--- config.mk ---
export PLATFORM = sky130hd
export DESIGN_NAME = mem_access_unit
export DESIGN_NICKNAME = d
export VERILOG_FILES = /design/src/rtl/mem_access_unit.sv
export SDC_FILE = /design/constraint.sdc
export NUM_CORES = 1
export LEC_CHECK = 0
export BUFFER_PORTS_ARGS = -buffer_cell sky130_fd_sc_hd__buf_2
export CORE_ASPECT_RATIO = 1.1
export CORE_MARGIN = 5
export CORE_UTILIZATION = 49
export CTS_BUF_LIST = sky130_fd_sc_hd__clkbuf_16
export DETAILED_ROUTE_END_ITERATION = 6
export PLACE_DENSITY_LB_ADDON = 0.25
export SYNTH_ARGS = -nofsm -noshare
export SYNTH_HDL_FRONTEND = slang
export SYNTH_SLANG_ARGS = --single-unit
--- constraint.sdc ---
create_clock -name clk_20M -period 1.92 [get_ports clk_20M]
set_clock_uncertainty 0.05 [all_clocks]
set_input_delay 0.288 -clock clk_20M [delete_from_list [all_inputs] [get_ports clk_20M]]
set_output_delay 0.288 -clock clk_20M [all_outputs]
set_load 0.05 [all_outputs]
--- src/rtl/mem_access_unit.sv ---
`timescale 1ns/1ps
// mem_access_unit
// Single-outstanding RV32I load/store engine in front of a four-lane byte RAM
// with a one-cycle synchronous read. A request is captured in IDLE, the memory
// is driven in ACCESS, read data is picked up in WAIT, and RESP pulses done.
// Illegal funct3 or misaligned accesses skip straight to RESP with err set and
// never strobe the memory.
module mem_access_unit #(
  parameter int ADDR_W      = 32,
  parameter bit ALIGN_CHECK = 1'b1
) (
  input  logic              clk_20M,
  input  logic              rst_n,
  input  logic              req,
  input  logic              we,
  input  logic [2:0]        funct3,
  input  logic [ADDR_W-1:0] addr_in,
  input  logic [31:0]       wdata_in,
  output logic              ready,
  output logic              done,
  output logic              err,
  output logic [31:0]       rdata_out,
  output logic [ADDR_W-1:0] mem_addr,
  output logic [31:0]       mem_wdata,
  output logic [3:0]        mem_wren,
  input  logic [31:0]       mem_rdata
);

  typedef enum logic [1:0] {IDLE, ACCESS, WAIT, RESP} state_t;

  state_t              state_q, state_d;
  logic [ADDR_W-1:0]   addr_q, addr_d;
  logic                we_q;
  logic [2:0]          f3_q;
  logic [3:0]          be_q, be_d;
  logic [31:0]         wdata_q, wdata_d;
  logic                err_q, err_d;
  logic [31:0]         rdata_q;
  logic                legal;
  logic                misalign;

  // Per-lane write strobes for a given access size (00 byte, 01 half, 10 word)
  // at byte offset bo; bo is already aligned for the size when this is used.
  function automatic logic [3:0] byte_enables(input logic [1:0] size,
                                              input logic [1:0] bo);
    case (size)
      2'b00:   return 4'b0001 << bo;
      2'b01:   return 4'b0011 << bo;
      default: return 4'b1111;
    endcase
  endfunction

  // Store data replicated across lanes so any strobed lane sees the right byte.
  function automatic logic [31:0] replicate(input logic [1:0] size,
                                            input logic [31:0] d);
    case (size)
      2'b00:   return {4{d[7:0]}};
      2'b01:   return {2{d[15:0]}};
      default: return d;
    endcase
  endfunction

  // Select the addressed byte/halfword from the RAM word and extend it.
  function automatic logic [31:0] load_extract(input logic [31:0] word,
                                               input logic [1:0]  bo,
                                               input logic [2:0]  f3);
    logic signed [7:0]  b;
    logic signed [15:0] h;
    b = word[{bo, 3'b000} +: 8];
    h = word[{bo[1], 4'b0000} +: 16];
    case (f3)
      3'b000:  return 32'(b);
      3'b001:  return 32'(h);
      3'b100:  return {24'd0, b};
      3'b101:  return {16'd0, h};
      default: return word;
    endcase
  endfunction

  // Decode the incoming request: legality, alignment, strobes and lane data.
  always_comb begin
    addr_d   = addr_in;
    legal    = 1'b0;
    misalign = 1'b0;
    case (funct3[1:0])
      2'b00: legal = we ? ~funct3[2] : 1'b1;
      2'b01: begin
        legal    = we ? ~funct3[2] : 1'b1;
        misalign = addr_in[0];
      end
      2'b10: begin
        legal    = ~funct3[2];
        misalign = |addr_in[1:0];
      end
      default: legal = 1'b0;
    endcase
    // Without alignment checking the offending low bits are simply dropped.
    if (!ALIGN_CHECK) begin
      if (funct3[1:0] == 2'b01) begin
        addr_d[0] = 1'b0;
      end else if (funct3[1:0] == 2'b10) begin
        addr_d[1:0] = 2'b00;
      end
      misalign = 1'b0;
    end
    err_d   = ~legal | misalign;
    be_d    = byte_enables(funct3[1:0], addr_d[1:0]);
    wdata_d = replicate(funct3[1:0], wdata_in);
  end

  // FSM state register; reset abandons any access in flight.
  always_ff @(posedge clk_20M or negedge rst_n) begin
    if (!rst_n) begin
      state_q <= IDLE;
    end else begin
      state_q <= state_d;
    end
  end

  // Next state and handshake/strobe outputs; strobes exist only in ACCESS.
  always_comb begin
    state_d  = state_q;
    ready    = 1'b0;
    done     = 1'b0;
    err      = 1'b0;
    mem_wren = 4'b0000;
    case (state_q)
      IDLE: begin
        ready = 1'b1;
        if (req) begin
          state_d = err_d ? RESP : ACCESS;
        end
      end
      ACCESS: begin
        if (we_q) begin
          mem_wren = be_q;
          state_d  = RESP;
        end else begin
          state_d  = WAIT;
        end
      end
      WAIT: state_d = RESP;
      RESP: begin
        done    = 1'b1;
        err     = err_q;
        state_d = IDLE;
      end
      default: state_d = IDLE;
    endcase
  end

  // Capture the request attributes on the accept edge.
  always_ff @(posedge clk_20M or negedge rst_n) begin
    if (!rst_n) begin
      addr_q  <= '0;
      we_q    <= 1'b0;
      f3_q    <= 3'b000;
      be_q    <= 4'b0000;
      wdata_q <= 32'd0;
      err_q   <= 1'b0;
    end else if (state_q == IDLE && req) begin
      addr_q  <= addr_d;
      we_q    <= we;
      f3_q    <= funct3;
      be_q    <= be_d;
      wdata_q <= wdata_d;
      err_q   <= err_d;
    end
  end

  // Load result register: written only when read data is valid in WAIT.
  always_ff @(posedge clk_20M or negedge rst_n) begin
    if (!rst_n) begin
      rdata_q <= 32'd0;
    end else if (state_q == WAIT) begin
      rdata_q <= load_extract(mem_rdata, addr_q[1:0], f3_q);
    end
  end

  assign mem_addr  = addr_q;
  assign mem_wdata = wdata_q;
  assign rdata_out = rdata_q;

endmodule

## After elaboration in Yosys (flattened, before gate mapping)

Cells that the tools add are included.

| word-level totals | value |
|---|---|
| register bits | 107 |
| latch bits | 0 |
| RAM bits | 0 |
| ROM bits | 0 |
| bits of input ports | 103 |
| word-level logic and storage cells | 45 |
| memories kept | 0 |

| operators by class | value |
|---|---|
| add/subtract/negate cells | 0 |
| $mul | 0 |
| div/mod/pow operators | 0 |
| $lt $le $gt $ge | 0 |
| equal/unequal tests | 9 |
| shifts and indexed selects | 4 |
| mux-type cells | 15 |
| bitwise logic cells | 3 |
| reductions and logical operators | 6 |

Operator list:

| kind | count |
|---|---|
| $pmux 32 s4 | 1 |
| $pmux 32 s2 | 1 |
| $shiftx 32x6->16 | 1 |
| $shiftx 32x6->8 | 1 |
| $mux 4 | 2 |
| $pmux 2 s4 | 1 |
| $pmux 4 s2 | 1 |
| $eq 2x2->1 const B | 3 |
| $eq 3x3->1 const B | 2 |
| $mux 1 | 5 |
| $eq 2x1->1 const B | 2 |
| $logic_not 2->1 | 2 |
| $mux 2 | 2 |
| $pmux 1 s2 | 2 |
| $reduce_or 2->1 | 2 |
| $shl 1x2->4 const A | 1 |
| $shl 2x2->4 const A | 1 |
| $eq 3x1->1 const B | 1 |
| $logic_not 3->1 | 1 |
| $ne 2x2->1 const B | 1 |
| $not 1->1 | 2 |
| $logic_and 1x1->1 | 1 |
| $or 1x1->1 | 1 |

## Logic depth before layout (Yosys ltp)

Gate-level depths: netlist of run 1.

| logic depth | value |
|---|---|
| depth after elaboration | 8 |
| depth in mapped cells | 8 |

## Worst setup path after synthesis of run 1

OpenSTA, ideal clock, no wires.

| path | value |
|---|---|
| path kind | register to register |
| from | register state_q[0] |
| to | register wdata_q[16] (netlist: mem_wdata[16]) |
| setup time | 0.127 ns |
| arrival time | 1.949 ns |
| required time | 1.743 ns |
| slack | -0.206 ns |
| cell stages (with the launch flop) | 8 |
| period minus slack after synthesis | 2.126 ns |
| path through | dfrtp_1 > inv_1 > ha_1 > nand2_1 > clkbuf_1 > clkbuf_1 > a222oi_1 > inv_1 |

| between the ends | value |
|---|---|
| word-level cells in the longest chain between the ends | 2 |

Ends and longest elaborated chain:

| item | line | RTL |
|---|---|---|
| start, declared | 31 | `state_t state_q, state_d;` |
| start signal, assigned | 116 | `state_q <= state_d;` |
| $logic_not 2->1 | 161 | `end else if (state_q == IDLE && req) begin` |
| $logic_and 1x1->1 | 161 |  |
| end signal, assigned | 166 | `wdata_q <= wdata_d;` |
| end, declared | 36 | `logic [31:0] wdata_q, wdata_d;` |

Every way passes these cells.
A chain may end at the register's enable or synchronous reset.

## Worst setup path after layout of run 1

| path | value |
|---|---|
| from | register state_q[1] |
| to | output mem_wren[1] |

| between the ends | value |
|---|---|
| word-level cells in the longest chain between the ends | 2 |

Ends and longest elaborated chain:

| item | line | RTL |
|---|---|---|
| $eq 2x1->1 | 127 | `case (state_q)` |
| $mux 4 | 127 |  |
| end, declared | 25 | `output logic [3:0] mem_wren,` |

Every way passes these cells.

==> results of run 1 <==
routing by layer:
metal / track usage (%) / vias up / wire length [um]
li1: - / 2385 / -
met3: 6.03 / 16 / 1350
met1: 29.8 / 2335 / 5910
met2: 38.9 / 257 / 7440
met4: 6.63 / 0 / 207
met5: 0 / - / 0
worst reg2reg max path: cells and delay by family (launching register included):
| kind | cells | cell delay, ns |
|---|---|---|
| AND/OR/NAND/NOR | 1 | 0.15 |
| flip-flops | 1 | 0.43 |
| adder cells (fa/ha/maj) | 1 | 0.27 |
| buffers and inverters | 3 | 0.46 |
| AO/OA/AOI/OAI | 1 | 0.35 |
final cells by class:
cell class | instances | area [um^2]
clock inverters | 7 | 62.6
repair buffers | 228 | 1260
multi-input cells | 417 | 2260
well taps | 143 | 179
clock buffers | 9 | 225
fillers | 893 | 3670
flip-flops and latches | 107 | 2680
inverters | 15 | 56.3
path summary, 6_finish.rpt:
check                                    startpoint  depth (start not counted)  slack (ns)                   endpoint
setup reg to reg             state_q[1]$_DFFE_PN0P_                          6        0.10  mem_wdata[16]$_DFFE_PN0P_
setup / recovery             state_q[1]$_DFFE_PN0P_                          4        0.07                mem_wren[1]
min in group asynchronous                     rst_n                          2        0.40  rdata_out[17]$_DFFE_PN0N_
hold reg to reg            mem_addr[21]$_DFFE_PN0P_                          2        0.42   mem_addr[21]$_DFFE_PN0P_
hold / removal                           addr_in[8]                          3        0.07    mem_addr[8]$_DFFE_PN0P_
max in group asynchronous                     rst_n                          3        0.72  mem_wdata[15]$_DFFE_PN0P_
cell usage in the layout, fill, tap and decap left out, types with 5 or more instances in the layout:
| cell | synthesis | final |
|---|---|---|
| inv_1 | 14 | 14 |
| clkbuf_16 | 0 | 9 |
| buf_4 | 3 | 20 |
| buf_2 | 11 | 201 |
| ha_1 | 9 | 7 |
| o21bai_1 | 7 | 7 |
| dfrtp_1 | 107 | 107 |
| a311o_1 | 8 | 8 |
| and3_1 | 5 | 5 |
| a222oi_1 | 8 | 8 |
| nor2_1 | 28 | 27 |
| mux2_2 | 9 | 9 |
| nand2_1 | 170 | 169 |
| o21ai_0 | 39 | 39 |
| a22o_1 | 15 | 15 |
| nand3_1 | 16 | 16 |
| a21oi_1 | 52 | 52 |
| a221oi_1 | 8 | 8 |
| nor2b_1 | 11 | 11 |
| or3_1 | 8 | 8 |
| a31oi_1 | 7 | 7 |
power by group:
group / internal, uW / switching, uW
registers: 3350 / 690
logic: 2090 / 6000
clock network: 904 / 889
total: 6350 / 7580
per-stage QoR:
| stage | area, um^2 | hold slack (ns) | std cells | setup TNS (ns) | util (%) |
|---|---|---|---|---|---|
| 2_1_floorplan | 5200 | -0.0576 | 581 | 0 | - |
| 3_3_place_gp | 6410 | 0.232 | 909 | 0 | 61.7 |
| 3_5_place_dp | 6410 | 0.246 | 909 | -0.0934 | 61.7 |
| 4_1_cts | 6710 | 0.0653 | 926 | 0 | 64.5 |
| 5_1_grt | 6720 | 0.0680 | 926 | -0.00618 | 64.7 |
| 6_report | 6720 | 0.0741 | 926 | 0 | 64.7 |
what timing repair did:
item                                    4_1_cts  5_1_grt
hold endpoints to repair                     34        0
resized for setup                             0        7
endpoints found under the setup margin        0       12
hold buffers                                  1        0
state kept, by name, indices dropped and copies added, names as in the netlist:
register and count:
be_q 4, err_q 1, f3_q 3, mem_addr 32
mem_wdata 32, rdata_out 32, state_q 2, we_q 1
cells by family after synthesis:
logic type                 synth area share (%)
DFF                                        51.5
adders and majority gates                  2.17
and+or+nand+nor                            19.8
muxes                                      2.24
AOI/OAI and AO/OA                          19.0
buffers and inverters                      5.23
==> results.sh, run 1 <==
export IMPL_crit_required_ns=1.58
export IMPL_synth_top_area_cell="dfrtp_1"
export IMPL_row_count=39
export IMPL_antenna_left=0
export IMPL_ys_flop_type="dfrtp_1"
export IMPL_fin_crit_ns=1.85
export IMPL_routedWlPerCell_um=16.1
export IMPL_ys_seq_elements=107
export IMPL_ys_types=39
export IMPL_endpoint_kind="primary output"
export IMPL_globalplace_congestion=0.855
export IMPL_clkSlewWorstSetupHoldPaths_ns=0.08
export IMPL_drtPass1Iterations=5
export IMPL_num_io_pins=206
export IMPL_fin_ws_ns=0.0694
export IMPL_antenna_found_initial=0
export IMPL_coreArea_um2=10400
export IMPL_numCtsBuffers=9
export IMPL_ys_warn_count=0
export IMPL_drt_initial_drc_count=346
export IMPL_critical_path_cell_chain="inv_1, ha_2, and3_1, buf_2"
export IMPL_io_buffer_count=205
export IMPL_num_vias=4993
export IMPL_grt_pass1_wl_mm=24.1
export IMPL_leakage_uw=0.00352
export IMPL_syn_to_final_growth_pct=29.4
export IMPL_dieArea_um2=12800
export IMPL_clock_latency_ns=0.34
export IMPL_maxSlewViolCount=0
export IMPL_max_stage_delay_ns=0.43
export IMPL_num_nets_final=890
export IMPL_synth_cells=581
export IMPL_antenna_cells=0
export IMPL_synth_area_um2=5190
export IMPL_status="completed"
export IMPL_cts_sink_count=107
export IMPL_hold_violations=0
export IMPL_via_per_inst=5.39
export IMPL_synth_nets=693
export IMPL_syn_mean_instance_area_um2=8.94
export IMPL_remaining_drc_errors=0
export IMPL_clock_path_buffers=2
export IMPL_vdd_drop_max_mv=1.20
export IMPL_p_per_area_nw_per_um2=2070
export IMPL_critPathBufInv=2
export IMPL_synth_most_common_cell="nand2_1"
export IMPL_post_cts_buffers=0
export IMPL_synthTopCellsByArea="dfrtp_1 (52%), nand2_1 (12%), a21oi_1 (5.0%)"
export IMPL_arrival_ns=1.51
export IMPL_worstPathMaxFanout=5
export IMPL_die_x_um=108
export IMPL_start_util_pct=50.0
export IMPL_synth_commonest_cells="nand2_1 (170), dfrtp_1 (107), a21oi_1 (52)"
export IMPL_cts_tree="built"
export IMPL_dp_slack_ns=-0.0349
export IMPL_overflow=0
export IMPL_drive_above_1_share_pct=33.8
export IMPL_drv_cap=0
export IMPL_grt_max_degree=71
export IMPL_criticalPathCategory="flop to primary output"
export IMPL_start_kind="flop"
export IMPL_routed_wl_mm=14.9
export IMPL_fmax_mhz=540
export IMPL_grt_usage_pct=23.3
export IMPL_path_delay_family="flip-flops"
export IMPL_synth_edf_count=0
export IMPL_seq_area_frac_synth_pct=51.5
export IMPL_slowest_stage="dfrtp_1"
export IMPL_synthArstFlopShare_pct=100
export IMPL_first_global_vias=4903
export IMPL_h_tree_depth=3
export IMPL_setup_viol=0
export IMPL_synth_top_area_share_pct=51.5
export IMPL_fp_dieH_um=118
export IMPL_hold_path_class="input pin to flop"
export IMPL_relSlewSlack_pct=65.8
export IMPL_p_total_uw=13900
export IMPL_fin_crit_sh_pct=96.4
export IMPL_worst_slew_pin_slew_ns=0.512
export IMPL_dp_hpwl_mm=11.1
export IMPL_root_buffer="clkbuf_16"
No activity file was read; power rests on OpenSTA's default activity.
==> run 2: changes to the inputs <==
CELL_PAD_IN_SITES_DETAIL_PLACEMENT = 1   (was default)
CELL_PAD_IN_SITES_GLOBAL_PLACEMENT = 2   (was default)
CORE_UTILIZATION = 28   (was 49)
==> results.sh, run 2 (same netlist as run 1, synthesis figures left out) <==
export IMPL_status="completed"
export IMPL_antenna_left=0
export IMPL_dp_hpwl_mm=13.7
export IMPL_clock_latency_ns=0.35
export IMPL_fp_dieH_um=153
export IMPL_vdd_drop_max_mv=0.956
export IMPL_grt_pass1_wl_mm=29.5
export IMPL_remaining_drc_errors=0
export IMPL_num_vias=5022
export IMPL_relSlewSlack_pct=59.1
export IMPL_multiInputGateArea_um2=2250
export IMPL_clkSlewWorstSetupHoldPaths_ns=0.08
export IMPL_io_buffer_count=205
export IMPL_netSwitchingFraction_pct=53.9
export IMPL_num_io_pins=206
export IMPL_numCtsBuffers=9
export IMPL_via_per_inst=4.89
export IMPL_r2r_start="state_q[0]$_DFFE_PN0P_"
export IMPL_num_nets_final=890
export IMPL_mostFrequentLayoutCell="buf_2"
export IMPL_p_per_area_nw_per_um2=2080
export IMPL_h_tree_depth=3
export IMPL_reg2reg_slack_ns=0.13
export IMPL_grt_usage_pct=16.8
export IMPL_coreArea_um2=18300
export IMPL_dp_cells=1007
export IMPL_hold_violations=0
export IMPL_setup_viol=0
export IMPL_worst_slew_pin_slew_ns=0.610
export IMPL_rsz0062_at_grt="true"
export IMPL_final_cell_mix="buf_2 (199), nand2_1 (169), dfrtp_1 (107)"
export IMPL_fin_crit_sh_pct=95.1
export IMPL_criticalPathCategory="flop to primary output"
export IMPL_clock_power_share_pct=14.3
export IMPL_intPower_uw=6640
export IMPL_ff_latch_area_um2=2680
export IMPL_hold_path_class="input pin to flop"
export IMPL_drive_above_1_share_pct=33.7
export IMPL_overflow=0
export IMPL_first_global_vias=5511
export IMPL_dieArea_um2=21400
export IMPL_cts_tree="built"
export IMPL_fmax_mhz=548
export IMPL_start_util_pct=28.3
export IMPL_routed_wl_mm=18.0
export IMPL_fin_cells=1026
export IMPL_die_x_um=140
export IMPL_clock_path_buffers=2
export IMPL_utilization_pct=37.7
export IMPL_hold_start="addr_in[10]"
export IMPL_syn_to_final_growth_pct=33.0
export IMPL_root_buffer="clkbuf_16"
export IMPL_drt_initial_drc_count=199
export IMPL_fin_ws_ns=0.0946
export IMPL_maxSlewViolCount=0
export IMPL_antenna_cells=0
export IMPL_crit_required_ns=1.58
export IMPL_cts_sink_count=107
export IMPL_seqPwrFrac_pct=28.1
export IMPL_routedWlPerCell_um=17.6
export IMPL_row_count=52
export IMPL_leakage_uw=0.00354
export IMPL_dp_slack_ns=0.00893
export IMPL_fill_cells=2240
export IMPL_globalplace_congestion=0.795
export IMPL_antenna_found_initial=1
export IMPL_cp_startpoint="state_q[1]$_DFFE_PN0P_"
export IMPL_arrival_ns=1.49
export IMPL_fin_crit_ns=1.83
export IMPL_endpoint_kind="primary output"
export IMPL_drtPass1Iterations=5
export IMPL_start_kind="flop"
export IMPL_grt_max_degree=44
export IMPL_p_sw_uw=7760
export IMPL_pwr_share_comb_pct=57.7
export IMPL_drv_cap=0
export IMPL_worstPathMaxFanout=5
==> run 2: cell types whose count changed in the layout (fill, tap and decap cells not counted), sizes merged <==
cell,before,now
bufinv,0,2
clkinv,4,2
clkbuf,11,12
buf,225,224
inv,17,16
clkinvlp,1,2
==> run 2: per-stage QoR <==
step | hold slack [ns] | setup TNS (ns) | instance area [um^2] | power, uW
2_1_floorplan | -0.0576 | 0 | 5200 | 10100
3_3_place_gp | 0.234 | 0 | 6530 | 12200
3_5_place_dp | 0.243 | 0 | 6530 | 12400
4_1_cts | 0.0492 | 0 | 6870 | 14500
5_1_grt | 0.0629 | -0.0125 | 6910 | 15300
6_report | 0.0645 | 0 | 6910 | 14400
==> run 2: critical path, cell delays in order, from the launching register on <==
cell	delay (ns)
dfrtp_1	0.42
inv_1	0.11
ha_2	0.22
and3_1	0.15
clkbuf_4	0.22
==> run 2: what timing repair did <==
item | 4_1_cts | 5_1_grt
resized for setup | 2 | 8
hold buffers | 1 | 0
setup buffers | 0 | 2
setup endpoints to repair | 2 | 52
hold endpoints to repair | 31 | 0
==> run 2: area by class of cell <==
cell class / instances / area share (%)
well taps: 243 / 4.40
flip-flops and latches: 107 / 38.7
repair buffers: 228 / 18.7
clock inverters: 7 / 1.43
clock buffers: 9 / 3.26
inverters: 15 / 0.869
multi-input cells: 417 / 32.6
==> run 2: routing by layer <==
metal	global-route usage, %	vias up	routed length [um]
met4	5.12	2	257
met1	20.5	2463	7530
met2	28.7	162	8790
met5	0	-	7
li1	-	2380	-
met3	5.09	15	1430
==> run 2: power groups by stage <==
stage / registers (uW) / logic, uW / clock network [uW]
2_1_floorplan: 7280 / 2860 / 0
3_3_place_gp: 4040 / 8140 / 0
3_5_place_dp: 4090 / 8300 / 0
4_1_cts: 4060 / 8320 / 2130
5_1_grt: 4190 / 8930 / 2210
6_report: 4040 / 8300 / 2050
==> run 2: final timing paths <==
path,to,cells past startpoint
setup / recovery,mem_wren[1],4
hold / removal,mem_addr[10]$_DFFE_PN0P_,3
hold reg to reg,mem_addr[23]$_DFFE_PN0P_,2
setup reg to reg,rdata_out[22]$_DFFE_PN0N_,6
max in group asynchronous,rdata_out[12]$_DFFE_PN0N_,3
min in group asynchronous,rdata_out[18]$_DFFE_PN0N_,2
==> run 3: changes to the inputs <==
PLACE_DENSITY_LB_ADDON = 0.1   (was 0.25)
==> results.sh, run 3 (same netlist as run 1, synthesis figures left out) <==
export IMPL_status="completed"
export IMPL_relSlewSlack_pct=36.5
export IMPL_maxSlewViolCount=0
export IMPL_grt_usage_pct=17.2
export IMPL_cts_tree="built"
export IMPL_arrival_ns=1.49
export IMPL_reg2reg_slack_ns=0.15
export IMPL_whs_path_depth=3
export IMPL_fmax_mhz=546
export IMPL_reg2reg_to="rdata_out[6]$_DFFE_PN0N_"
export IMPL_die_x_um=140
export IMPL_fin_crit_ns=1.83
export IMPL_vdd_drop_max_mv=0.765
export IMPL_dp_hpwl_mm=14.0
export IMPL_setup_viol=0
export IMPL_r2r_start="state_q[0]$_DFFE_PN0P_"
export IMPL_grt_met3_usage_pct=4.78
export IMPL_dieArea_um2=21400
export IMPL_fin_setup_tns_ns=0
export IMPL_drt_initial_drc_count=165
export IMPL_io_buffer_count=205
export IMPL_clock_latency_ns=0.35
export IMPL_antenna_found_initial=1
export IMPL_mostFrequentLayoutCell="buf_2"
export IMPL_multiInputGateArea_um2=2270
export IMPL_row_count=52
export IMPL_hold_violations=0
export IMPL_p_total_uw=14600
export IMPL_use_met2_pct=29.8
export IMPL_overflow=0
export IMPL_start_kind="flop"
export IMPL_final_cell_mix="buf_2 (200), nand2_1 (169), dfrtp_1 (107)"
export IMPL_routedWlPerCell_um=18.0
export IMPL_p_per_area_nw_per_um2=2100
export IMPL_coreArea_um2=18300
export IMPL_root_buffer="clkbuf_16"
export IMPL_placed_area_um2=6550
export IMPL_leakage_uw=0.00358
export IMPL_num_io_pins=206
export IMPL_endpoint_kind="primary output"
export IMPL_final_cell_area_um2=6970
export IMPL_syn_to_final_growth_pct=34.1
export IMPL_numCtsBuffers=9
export IMPL_hold_path_end="mem_addr[12]$_DFFE_PN0P_"
export IMPL_ff_latch_area_um2=2680
export IMPL_routed_wl_mm=18.5
export IMPL_grt_busiest_layer="met2"
export IMPL_worst_slew_pin_slew_ns=0.950
export IMPL_start_util_pct=28.3
export IMPL_num_vias=5030
export IMPL_fp_dieH_um=153
export IMPL_globalplace_congestion=0.773
export IMPL_grt_max_degree=49
export IMPL_worstPathMaxFanout=5
export IMPL_antenna_left=0
export IMPL_remaining_drc_errors=0
export IMPL_drv_cap=0
export IMPL_crit_required_ns=1.58
export IMPL_fin_crit_sh_pct=95.4
export IMPL_fill_cells=2199
export IMPL_reg2reg_depth=6
export IMPL_grt_pass1_wl_mm=29.8
export IMPL_criticalPathCategory="flop to primary output"
export IMPL_drive_above_1_share_pct=33.7
export IMPL_hold_path_class="input pin to flop"
export IMPL_hold_start="addr_in[12]"
export IMPL_drtPass1Iterations=5
export IMPL_via_per_inst=4.90
export IMPL_clock_path_buffers=2
export IMPL_cts_sink_count=107
export IMPL_clkSlewWorstSetupHoldPaths_ns=0.08
export IMPL_grt_use_met1_pct=20.7
export IMPL_rsz0062_at_grt="false"
export IMPL_first_global_vias=5547
export IMPL_h_tree_depth=3
export IMPL_num_nets_final=890
-- run 3: what timing repair did --
action	CTS	global route
endpoints found under the setup margin	2	33
buffers inserted	0	0
hold buffers	1	0
gates resized for setup	2	8
hold endpoints to repair	35	0
-- run 3: report_power, final --
group          total (uW)  internal (uW)  switching [uW]
Clock                2300           1420             885
Sequential           4000           3350             646
Combinational        8320           2110            6200
-- run 3: area by class of cell --
| class | count | area share [%] |
|---|---|---|
| Sequential cell | 107 | 38.4 |
| Multi-Input combinational cell | 417 | 32.6 |
| Timing Repair Buffer | 228 | 18.4 |
| Tap cell | 243 | 4.36 |
| Clock buffer | 9 | 3.23 |
| Clock inverter | 7 | 2.10 |
| Inverter | 15 | 0.808 |
| Antenna cell | 1 | 0.0359 |
-- run 3: worst max-delay path, cell delays in order (launching register included) --
cell and delay [ns]:
dfrtp_1 0.43, inv_1 0.12, ha_2 0.22, and3_1 0.15, clkbuf_4 0.22
-- run 3: metal layers --
metal,wire length (um),vias to the layer above
li1,-,2390
met1,7760,2468
met2,9160,151
met3,1310,19
met4,284,2
met5,18,-
-- run 3: stage by stage --
stage	cells	hold slack, ns	setup WS, ns	utilization, %
floorplan	581	-0.0576	0.00868	-
global placement	1009	0.269	0.114	35.7
detailed placement	1009	0.278	0.0390	35.7
CTS	1026	0.0511	0.00138	37.8
global route	1026	0.0665	0.0139	38.0
finish	1027	0.0685	0.0877	38.0
-- run 3: worst max-delay path by stage --
| stage | cells past startpoint | start | to | slack (ns) |
|---|---|---|---|---|
| after detailed placement | 6 | state_q[0]$_DFFE_PN0P_ | err_q$_DFFE_PN0P_ | 0.04 |
| final | 4 | state_q[1]$_DFFE_PN0P_ | mem_wren[1] | 0.09 |
| after floorplan | 7 | state_q[0]$_DFFE_PN0P_ | mem_wdata[16]$_DFFE_PN0P_ | 0.009 |
| after CTS | 4 | state_q[1]$_DFFE_PN0P_ | mem_wren[1] | 0.001 |
| after global placement | 6 | state_q[1]$_DFFE_PN0P_ | err_q$_DFFE_PN0P_ | 0.11 |
| after global routing | 6 | state_q[0]$_DFFE_PN0P_ | rdata_out[4]$_DFFE_PN0N_ | 0.01 |
